[config.mk]
export PLATFORM = sky130hd
export DESIGN_NAME = branch_resolve_tracker
export DESIGN_NICKNAME = d
export VERILOG_FILES = /design/src/rtl/branch_resolve_tracker_pkg.sv /design/src/rtl/branch_resolve_tracker_sat_counter.sv /design/src/rtl/branch_resolve_tracker.sv
export SDC_FILE = /design/constraint.sdc
export NUM_CORES = 1
export LEC_CHECK = 0
export CAP_MARGIN = 20
export CORE_ASPECT_RATIO = 1.75
export CORE_MARGIN = 10
export CORE_UTILIZATION = 45
export DETAILED_ROUTE_END_ITERATION = 8
export PLACE_DENSITY = 0.78
export SYNTH_ARGS = -nofsm -noshare
export SYNTH_HDL_FRONTEND = slang
export SYNTH_SLANG_ARGS = --single-unit
[constraint.sdc]
create_clock -name clk -period 2.02 [get_ports clk]
set_input_delay 0.202 -clock clk [delete_from_list [all_inputs] [get_ports clk]]
set_output_delay 0.202 -clock clk [all_outputs]
set_load 0.05 [all_outputs]
[src/rtl/branch_resolve_tracker_pkg.sv]
// rtl/branch_resolve_tracker_pkg.sv - shared widths and branch history state encodings
//
// Contents:
//   IM_ADDR_W          core-wide instruction-memory word-address width
//   bht_state_e        2-bit branch history table state
//   PREDICT_TAKEN_BIT  bit of bht_state_e that means "predict taken"

package branch_resolve_tracker_pkg;

    localparam int IM_ADDR_W = 10;

    // A history table miss is delivered as BHT_WEAK_NT (2'b00).
    typedef enum logic [1:0] {
        BHT_WEAK_NT   = 2'b00,
        BHT_STRONG_NT = 2'b01,
        BHT_STRONG_T  = 2'b10,
        BHT_WEAK_T    = 2'b11
    } bht_state_e;

    localparam int PREDICT_TAKEN_BIT = 1;

endpackage

[src/rtl/branch_resolve_tracker_sat_counter.sv]
// rtl/branch_resolve_tracker_sat_counter.sv - saturating event counter
//
// Ports:
//   clk      clock
//   rst_n    asynchronous active-low reset, clears the count
//   inc_i    count one event this cycle
//   value_o  current count, sticks at all-ones

module branch_resolve_tracker_sat_counter #(
    parameter int CNT_W = 16
) (
    input  logic             clk,
    input  logic             rst_n,
    input  logic             inc_i,
    output logic [CNT_W-1:0] value_o
);

    logic [CNT_W-1:0] value_q;
    logic [CNT_W-1:0] value_d;

    always_comb begin
        value_d = value_q;
        if (inc_i && (value_q != {CNT_W{1'b1}})) begin
            value_d = value_q + {{(CNT_W-1){1'b0}}, 1'b1};
        end
    end

    always_ff @(posedge clk or negedge rst_n) begin
        if (!rst_n) begin
            value_q <= '0;
        end else begin
            value_q <= value_d;
        end
    end

    assign value_o = value_q;

endmodule

[src/rtl/branch_resolve_tracker.sv]
// rtl/branch_resolve_tracker.sv - carries branch predictions through ID/EX and resolves them
//
// Ports:
//   clk, rst_n              clock, asynchronous active-low reset
//   if_valid_i              IF holds a real instruction
//   if_pc_4_i               PC+4 of the IF instruction
//   if_guess_pc_i           predicted next PC from the history table
//   if_guess_state_i        predicted history state (bit1 = predict taken)
//   stall_i                 hold the ID and EX slots
//   ex_is_branch_i          EX instruction is a conditional branch
//   ex_taken_i              real branch outcome
//   ex_target_i             real branch target
//   mispredict_o            combinational: fetch must take redirect_pc_o, flush IF/ID
//   redirect_pc_o           combinational correct next PC (0 when no mispredict)
//   update_en_o             one-cycle history table write strobe
//   update_pc_4_o           table key (PC+4 of the resolved branch)
//   update_pc_remote_o      resolved branch target
//   update_state_old_o      state that was used for the prediction
//   branch_succ_o           real taken outcome
//   branch_cnt_o            resolved branches, saturating
//   miss_cnt_o              mispredictions, saturating

module branch_resolve_tracker
    import branch_resolve_tracker_pkg::*;
#(
    parameter int ADDR_W = IM_ADDR_W,
    parameter int CNT_W  = 16
) (
    input  logic              clk,
    input  logic              rst_n,
    input  logic              if_valid_i,
    input  logic [ADDR_W-1:0] if_pc_4_i,
    input  logic [ADDR_W-1:0] if_guess_pc_i,
    input  logic [1:0]        if_guess_state_i,
    input  logic              stall_i,
    input  logic              ex_is_branch_i,
    input  logic              ex_taken_i,
    input  logic [ADDR_W-1:0] ex_target_i,
    output logic              mispredict_o,
    output logic [ADDR_W-1:0] redirect_pc_o,
    output logic              update_en_o,
    output logic [ADDR_W-1:0] update_pc_4_o,
    output logic [ADDR_W-1:0] update_pc_remote_o,
    output logic [1:0]        update_state_old_o,
    output logic              branch_succ_o,
    output logic [CNT_W-1:0]  branch_cnt_o,
    output logic [CNT_W-1:0]  miss_cnt_o
);

    // ID and EX prediction slots
    logic              id_valid_q, id_valid_d;
    logic [ADDR_W-1:0] id_pc_4_q, id_pc_4_d;
    logic [ADDR_W-1:0] id_guess_pc_q, id_guess_pc_d;
    bht_state_e        id_guess_state_q, id_guess_state_d;

    logic              ex_valid_q, ex_valid_d;
    logic [ADDR_W-1:0] ex_pc_4_q, ex_pc_4_d;
    logic [ADDR_W-1:0] ex_guess_pc_q, ex_guess_pc_d;
    bht_state_e        ex_guess_state_q, ex_guess_state_d;

    // Registered history table update port
    logic              update_en_q;
    logic [ADDR_W-1:0] update_pc_4_q;
    logic [ADDR_W-1:0] update_pc_remote_q;
    bht_state_e        update_state_old_q;
    logic              branch_succ_q;

    logic              resolve;
    logic              update_fire;
    logic              mispredict;
    logic [ADDR_W-1:0] real_pc;

    // A stalled EX instruction only resolves on the cycle the stall drops,
    // so it is counted, redirected and written back exactly once.
    assign resolve     = ex_valid_q & ~stall_i;
    assign update_fire = resolve & ex_is_branch_i;

    // Non-branches fall through to pc_4; a stale taken guess on a
    // non-branch therefore shows up as a mismatch here.
    assign real_pc    = (ex_is_branch_i && ex_taken_i) ? ex_target_i : ex_pc_4_q;
    assign mispredict = resolve & (ex_guess_pc_q != real_pc);

    assign mispredict_o  = mispredict;
    assign redirect_pc_o = mispredict ? real_pc : '0;

    always_comb begin
        id_valid_d       = id_valid_q;
        id_pc_4_d        = id_pc_4_q;
        id_guess_pc_d    = id_guess_pc_q;
        id_guess_state_d = id_guess_state_q;
        ex_valid_d       = ex_valid_q;
        ex_pc_4_d        = ex_pc_4_q;
        ex_guess_pc_d    = ex_guess_pc_q;
        ex_guess_state_d = ex_guess_state_q;

        if (!stall_i) begin
            // Younger instructions are on the wrong path after a mispredict.
            ex_valid_d       = id_valid_q & ~mispredict;
            ex_pc_4_d        = id_pc_4_q;
            ex_guess_pc_d    = id_guess_pc_q;
            ex_guess_state_d = id_guess_state_q;
            id_valid_d       = if_valid_i & ~mispredict;
            id_pc_4_d        = if_pc_4_i;
            id_guess_pc_d    = if_guess_pc_i;
            id_guess_state_d = bht_state_e'(if_guess_state_i);
        end
    end

    always_ff @(posedge clk or negedge rst_n) begin
        if (!rst_n) begin
            id_valid_q       <= 1'b0;
            id_pc_4_q        <= '0;
            id_guess_pc_q    <= '0;
            id_guess_state_q <= BHT_WEAK_NT;
            ex_valid_q       <= 1'b0;
            ex_pc_4_q        <= '0;
            ex_guess_pc_q    <= '0;
            ex_guess_state_q <= BHT_WEAK_NT;
        end else begin
            id_valid_q       <= id_valid_d;
            id_pc_4_q        <= id_pc_4_d;
            id_guess_pc_q    <= id_guess_pc_d;
            id_guess_state_q <= id_guess_state_d;
            ex_valid_q       <= ex_valid_d;
            ex_pc_4_q        <= ex_pc_4_d;
            ex_guess_pc_q    <= ex_guess_pc_d;
            ex_guess_state_q <= ex_guess_state_d;
        end
    end

    // Data outputs hold between strobes so the table can latch lazily.
    always_ff @(posedge clk or negedge rst_n) begin
        if (!rst_n) begin
            update_en_q        <= 1'b0;
            update_pc_4_q      <= '0;
            update_pc_remote_q <= '0;
            update_state_old_q <= BHT_WEAK_NT;
            branch_succ_q      <= 1'b0;
        end else begin
            update_en_q <= update_fire;
            if (update_fire) begin
                update_pc_4_q      <= ex_pc_4_q;
                update_pc_remote_q <= ex_target_i;
                update_state_old_q <= ex_guess_state_q;
                branch_succ_q      <= ex_taken_i;
            end
        end
    end

    assign update_en_o        = update_en_q;
    assign update_pc_4_o      = update_pc_4_q;
    assign update_pc_remote_o = update_pc_remote_q;
    assign update_state_old_o = update_state_old_q;
    assign branch_succ_o      = branch_succ_q;

    branch_resolve_tracker_sat_counter #(
        .CNT_W (CNT_W)
    ) u_branch_cnt (
        .clk     (clk),
        .rst_n   (rst_n),
        .inc_i   (update_fire),
        .value_o (branch_cnt_o)
    );

    branch_resolve_tracker_sat_counter #(
        .CNT_W (CNT_W)
    ) u_miss_cnt (
        .clk     (clk),
        .rst_n   (rst_n),
        .inc_i   (mispredict),
        .value_o (miss_cnt_o)
    );

endmodule

==> qor.yml, run 1 <==
placed_design:
  io_buffers: 104
  dp.final_hpwl_um: 8920
  gp_congestion: 0.834
  dp_slack_ns: -0.657
finish:
  layout_common_cells: "dfrtp_1, clkdlybuf4s50_1, mux2_2"
  diodes: 0
  drive_above_1_share: 0.382
  layout_commonest_cell: "dfrtp_1"
  area_growth_pct: 50.5
  fin_nets: 565
routing:
  dr_total_vias: 3387
  drcViolationCount: 0
  routedWlPerCell_um: 18.1
  firstDrtPassIters: 4
  routed_wl_um: 11900
  first_iter_violations: 111
  ant_nets: 0
  viasPerCell: 5.18
yosys:
  yosysSeqAreaShare: 0.567
  syn-cell-area_um2: 4500
  synth_cells: 360
  synth_top_area_cell: "dfrtp_1"
  synth-seq-cells: 102
  async_flop_share: 1.00
  ys_warn_count: 0
  yosysUniqueCellTypes: 43
  synth_edf_count: 0
  yosysTopAreaCellShare: 0.567
  syn-mean-instance-area_um2: 12.5
  synth_ff_type: "dfrtp_1"
  syn_nets: 400
  yosys-top-cells-area: "dfrtp_1, mux2_2, xor2_1"
global_route:
  track_usage: 0.164
  grt_pass1_vias: 3651
  grt_util_met1: 0.162
  met3_usage: 0.0493
  antenna_found_initial: 0
  gr-total-overflow: 0
  met2_usage: 0.309
  grt_max_degree: 103
  busiest_layer: "met2"
  grt_pass1_wl_um: 18700
critical_path:
  endpoint: "redirect_pc_o[2]"
  worstReg2RegStart: "ex_guess_pc_q[4]"
  crit_required_ns: 1.82
  r2r-end: "u_miss_cnt.value_o[1]"
  r2r_setup_slack_ns: -0.22
  cp-start-kind: "flip-flop"
  critPathCaptureType: "output port"
  crit_start: "ex_guess_pc_q[4]"
  cp_max_fo: 6
  worstSetupPathType: "flip-flop to output port"
  cp_data_arrival_time_ns: 2.32
  worstRegToRegCells: 10
sta:
  layout_min_cycle_time_ns: 2.52
  fin_crit_sh: 1.25
  drv_slew: 0
  rsz0062_at_grt: "true"
  setup_slack_ns: -0.500
  skew_ns: 0.00592
  tightest_slew_ns: 0.546
  hold_violations: 0
  slew_headroom: 0.636
  setup_violations: 29
  max_clock_freq_ghz: 0.397
run:
  cap_violations: 0
floorplan:
  die_w_um: 95.6
  fp.coreArea_um2: 9850
  pin_count: 105
  initial_core_util: 0.457
  die_height_um: 152
  num_rows: 48
  die_area_um2: 14600
clock_network:
  cts_root_buf: "clkbuf_16"
  cts_max_level: 3
  clock_sinks: 102
  cts_buffers: 9
  clockBufferDepth: 2
  clk_pin_slew_ns: 0.06
  insertion_delay_ns: 0.34
  cts_tree: "done"
run_status:
  violations: "negative setup slack"
  status: "finished with violations"
pwr:
  power_leakage_nw: 2.93
  vdd_drop_max_v: 0.000873
  power_density_nw_per_um2: 1100
  power.total_mw: 7.44
worst_hold_path:
  hold_path.class: "input pin to flip-flop"
==> kinds of logic (layout without fill, tap and decap cells) <==
| group | after synthesis | in the layout | synth area share |
|---|---|---|---|
| simple gates | 105 | 105 | 0.122 |
| mux | 74 | 74 | 0.184 |
| flops | 102 | 102 | 0.567 |
| xor+xnor | 38 | 38 | 0.0740 |
| buf+inv | 16 | 185 | 0.0170 |
| fa+ha+maj | 2 | 2 | 0.00556 |
| compound gates | 23 | 23 | 0.0306 |
==> flip-flops by register name (all words and copies together), names as in the netlist, 2 cells and up <==
register and flops:
ex_guess_pc_q 10, ex_guess_state_q 2, ex_pc_4_q 10, id_guess_pc_q 10, id_guess_state_q 2, id_pc_4_q 10, u_branch_cnt.value_o 16, u_miss_cnt.value_o 16
update_pc_4_o 10, update_pc_remote_o 10, update_state_old_o 2
==> cells in the mapped netlist, types with 3 or more instances <==
library cell  number
xnor2_1           18
nand3_1           13
xor2_1            20
o21ai_0            3
nor4_1             3
nand2_1           31
nor2_1            16
dfrtp_1          102
nand2b_1           3
nand4_1            7
buf_1              3
clkbuf_1           4
mux2_2            66
mux2_1             3
inv_1              5
mux2i_1            5
nor4b_1            3
a21oi_1            8
and3_1             8
nor3_1             6
nor2b_1            5
o21ai_1            4
==> worst min path at each step <==
stage | from | end | slack [ns] | depth (start not counted)
2_1_floorplan | rst_n | branch_succ_o | -0.09 | 0
3_3_place_gp | rst_n | update_pc_4_o[1] | 0.30 | 2
3_5_place_dp | rst_n | update_pc_remote_o[3] | 0.31 | 2
4_1_cts | stall_i | update_en_o | 0.35 | 4
5_1_grt | stall_i | update_en_o | 0.37 | 4
6_report | stall_i | update_en_o | 0.34 | 4
==> stage by stage <==
step	cell area [µm²]	util	instances	TNS [ns]	hold slack, ns
2_1_floorplan	4680	-	360	-2.71	-0.0936
3_3_place_gp	6170	0.626	628	-13.09	0.304
3_5_place_dp	6170	0.626	628	-16.70	0.309
4_1_cts	6630	0.673	649	-4.88	0.345
5_1_grt	6780	0.688	654	-12.04	0.372
6_report	6780	0.688	654	-7.99	0.345
==> critical path, stage by stage (launching register included) <==
cell and delay, ns:
dfrtp_1 0.43, nor2b_1 0.16, a21oi_1 0.15, o221ai_1 0.13, or3_4 0.35, nor3_4 0.20, nand2b_4 0.21, buf_12 0.15
nor2_4 0.05, buf_8 0.14
==> per-layer routing <==
layer | up-vias | wire length (µm)
met1 | 1708 | 4170
met2 | 82 | 6780
li1 | 1585 | -
met3 | 12 | 737
met5 | - | 0
met4 | 0 | 180
==> power by group <==
group / leakage [nW] / internal, mW / switching, mW
Combinational: 1.53 / 1.15 / 1.70
Sequential: 1.25 / 2.46 / 0.305
Clock: 0.152 / 1.11 / 0.727
Total: 2.93 / 4.71 / 2.73
==> area by class of cell <==
| type | instances | area (µm²) |
|---|---|---|
| inverters | 6 | 25.0 |
| well taps | 125 | 156 |
| fillers | 728 | 3070 |
| clock inverters | 4 | 72.6 |
| repair buffers | 164 | 1580 |
| clock buffers | 11 | 243 |
| multi-input cells | 242 | 2130 |
| flip-flops and latches | 102 | 2560 |
==> timing repair <==
action                                  in CTS  in global routing
endpoints found under the setup margin      29                 29
pin swaps                                    9                  4
hold buffers                                 1                  0
buffers inserted                             6                  5
resized for setup                           26                 22
endpoints found under the hold margin      102                  0
No activity file was read; power rests on OpenSTA's default activity.
==> run 2, diff against run 1 <==
- CORE_UTILIZATION: 45 -> 46
- DONT_BUFFER_PORTS: not set -> 1
- PLACE_DENSITY: 0.78 -> 0.65
==> run 2 against run 1 <==
Net effect:
- the flow finishes with violations (negative hold slack, negative setup slack)
- highest routed layer unchanged
- maximum frequency rose by 2.4%
- clock-buffer cell count did not move
- core utilization fell by 5.2 points
- non-clock buffer count fell by 68
- via count fell by 8.2%
- flip-flop and latch count did not move
- first-iteration DRC count fell by 50%
- register-to-register slack improved by 0.09 ns
- sequential power rose by 28%
- worst hold slack got worse by 0.79 ns
- sequential share of layout area rose by 4.5 points
- die area fell by 1.8%
==> qor.yml, run 2 (synthesized netlist as in run 1, its figures left out) <==
run_status:
  status: "finished with violations"
  violations: "negative hold slack, negative setup slack"
critical_path:
  critPathCaptureType: "output port"
  r2r-end: "u_miss_cnt.value_o[12]"
  cp-start-kind: "flip-flop"
  worstRegToRegCells: 8  # -2
  cp_data_arrival_time_ns: 2.26  # -0.06 ns
  cp_max_fo: 5  # -1
  r2r_setup_slack_ns: -0.13  # +0.09 ns
  worstSetupPathType: "flip-flop to output port"
  crit_required_ns: 1.82  # about the same
  worstReg2RegStart: "ex_guess_pc_q[3]"
routing:
  dr_total_vias: 3109  # -8.2%
  wl_met3_um: 1010  # +37%
  wl_met1_um: 4050  # -2.9%
  drcViolationCount: 0  # unchanged
  first_iter_violations: 55  # -50%
  routed_wl_um: 11400  # -3.7%
  routedWlPerCell_um: 19.6  # +8.1%
  top_layer_used: "met4"
  ant_nets: 0  # unchanged
  viasPerCell: 5.33  # +3.0%
  firstDrtPassIters: 4  # unchanged
  wl_met2_um: 6140  # -9.5%
run:
  cap_violations: 0  # unchanged
sta:
  setup_slack_ns: -0.440  # +0.0594 ns
  rsz0062_at_grt: "true"
  setup_violations: 23  # -21%
  slew_headroom: 0.649  # +0.0129
  drv_slew: 0  # unchanged
  skew_ns: 0.00669  # +0.000764 ns
  fin_crit_sh: 1.22  # -0.0294
  max_clock_freq_ghz: 0.406  # +2.4%
  hold_ws_ns: -0.441  # -0.785 ns
  tightest_slew_ns: 0.527  # -0.0193 ns
  layout_min_cycle_time_ns: 2.46  # -0.0594 ns
  hold_violations: 102  # +102
floorplan:
  initial_core_util: 0.472  # +0.0155
  die_area_um2: 14300  # -1.8%
  fp.coreArea_um2: 9530  # -3.3%
  pin_count: 105  # unchanged
  die_w_um: 94.8  # -0.86%
  die_height_um: 151  # -0.95%
  num_rows: 47  # -2.1%
finish:
  fin_nets: 497  # -12%
  area_growth_pct: 34.7
  drive_above_1_share: 0.449  # +0.0672
  layout_commonest_cell: "dfrtp_1"
  stdcell_count: 583  # -11%
  seqCellArea_um2: 2560  # unchanged
  diodes: 0  # unchanged
  n_fill_cell: 757  # +4.0%
  multiInputGateArea_um2: 2120  # -0.59%
  layout_common_cells: "dfrtp_1, mux2_2, buf_4"
clock_network:
  clock_sinks: 102  # unchanged
  cts_root_buf: "clkbuf_16"
  cts_tree: "done"
  cts_buffers: 9  # unchanged
  clockBufferDepth: 2  # unchanged
  cts_max_level: 3  # unchanged
  insertion_delay_ns: 0.33  # about the same
  clk_pin_slew_ns: 0.06  # about the same
global_route:
  grt_pass1_wl_um: 17500  # -6.3%
  track_usage: 0.159  # -0.00513
  grt_max_degree: 103  # unchanged
  grt_pass1_vias: 3359  # -8.0%
  gr-total-overflow: 0  # unchanged
  antenna_found_initial: 0  # unchanged
worst_hold_path:
  hold_path.class: "input pin to async pin"
pwr:
  power_density_nw_per_um2: 1110  # +0.58%
  power_leakage_nw: 2.69  # -8.1%
  vdd_drop_max_v: 0.000840  # -3.8%
placed_design:
  io_buffers: 0  # -100%
  dp.cells: 546  # -13%
  gp_congestion: 0.822  # -1.4%
  dp.final_hpwl_um: 8390  # -6.0%
[run 2: metal layers]
metal / vias up / GRT usage
met1: 1548 / 0.157
met4: 0 / 0.0617
met3: 17 / 0.0610
met2: 91 / 0.288
met5: - / 0
li1: 1453 / -
[run 2: stage by stage]
step / utilization / setup WS (ns) / TNS [ns] / power (mW) / area, µm²
2_1_floorplan: - / -0.198 / -2.71 / 4.45 / 4680
4_1_cts: 0.624 / -0.404 / -4.35 / 6.74 / 5940
3_5_place_dp: 0.569 / -0.166 / -2.81 / 4.97 / 5420
6_report: 0.636 / -0.440 / -5.60 / 6.70 / 6060
5_1_grt: 0.636 / -0.539 / -8.22 / 6.99 / 6060
3_3_place_gp: 0.569 / -0.0868 / -1.18 / 4.93 / 5420
[run 2: critical path, cell delays in order (launching register included)]
cell and delay [ns]:
dfrtp_1 0.42, buf_6 0.14, xor2_2 0.15, nor4_2 0.33, a31oi_2 0.17, nor3_4 0.19
nand2b_4 0.19, buf_12 0.14, a21oi_4 0.04, buf_12 0.15
[run 2: worst max-delay path by stage]
stage / from / to / slack (ns)
after detailed placement: ex_guess_pc_q[8] / u_miss_cnt.value_o[10] / -0.17
after global routing: ex_guess_pc_q[3] / redirect_pc_o[8] / -0.54
after CTS: ex_guess_pc_q[4] / redirect_pc_o[8] / -0.40
final: ex_guess_pc_q[3] / redirect_pc_o[8] / -0.44
after floorplan: ex_is_branch_i / redirect_pc_o[2] / -0.20
after global placement: ex_is_branch_i / u_miss_cnt.value_o[10] / -0.09
[run 2: timing repair]
item	CTS	global route
gates cloned	0	0
setup endpoints to repair	26	28
hold buffers	18	1
endpoints found under the hold margin	121	103
pin swaps	7	6
buffers inserted	3	1
gates resized for setup	11	16
[run 2: report_power, final]
group | internal (mW) | leakage, nW | switching, mW
sequential | 2.44 | 1.25 | 1.09
clock | 0.983 | 0.141 | 0.707
combinational | 0.701 | 1.30 | 0.779
total | 4.12 | 2.69 | 2.58
[run 2: cell type report]
class,count,share of cell area
inverter,6,0.00495
multi-input combinational,242,0.349
clock buffer,11,0.0400
tap,122,0.0252
sequential,102,0.423
timing repair buffer,96,0.150
clock inverter,4,0.00784
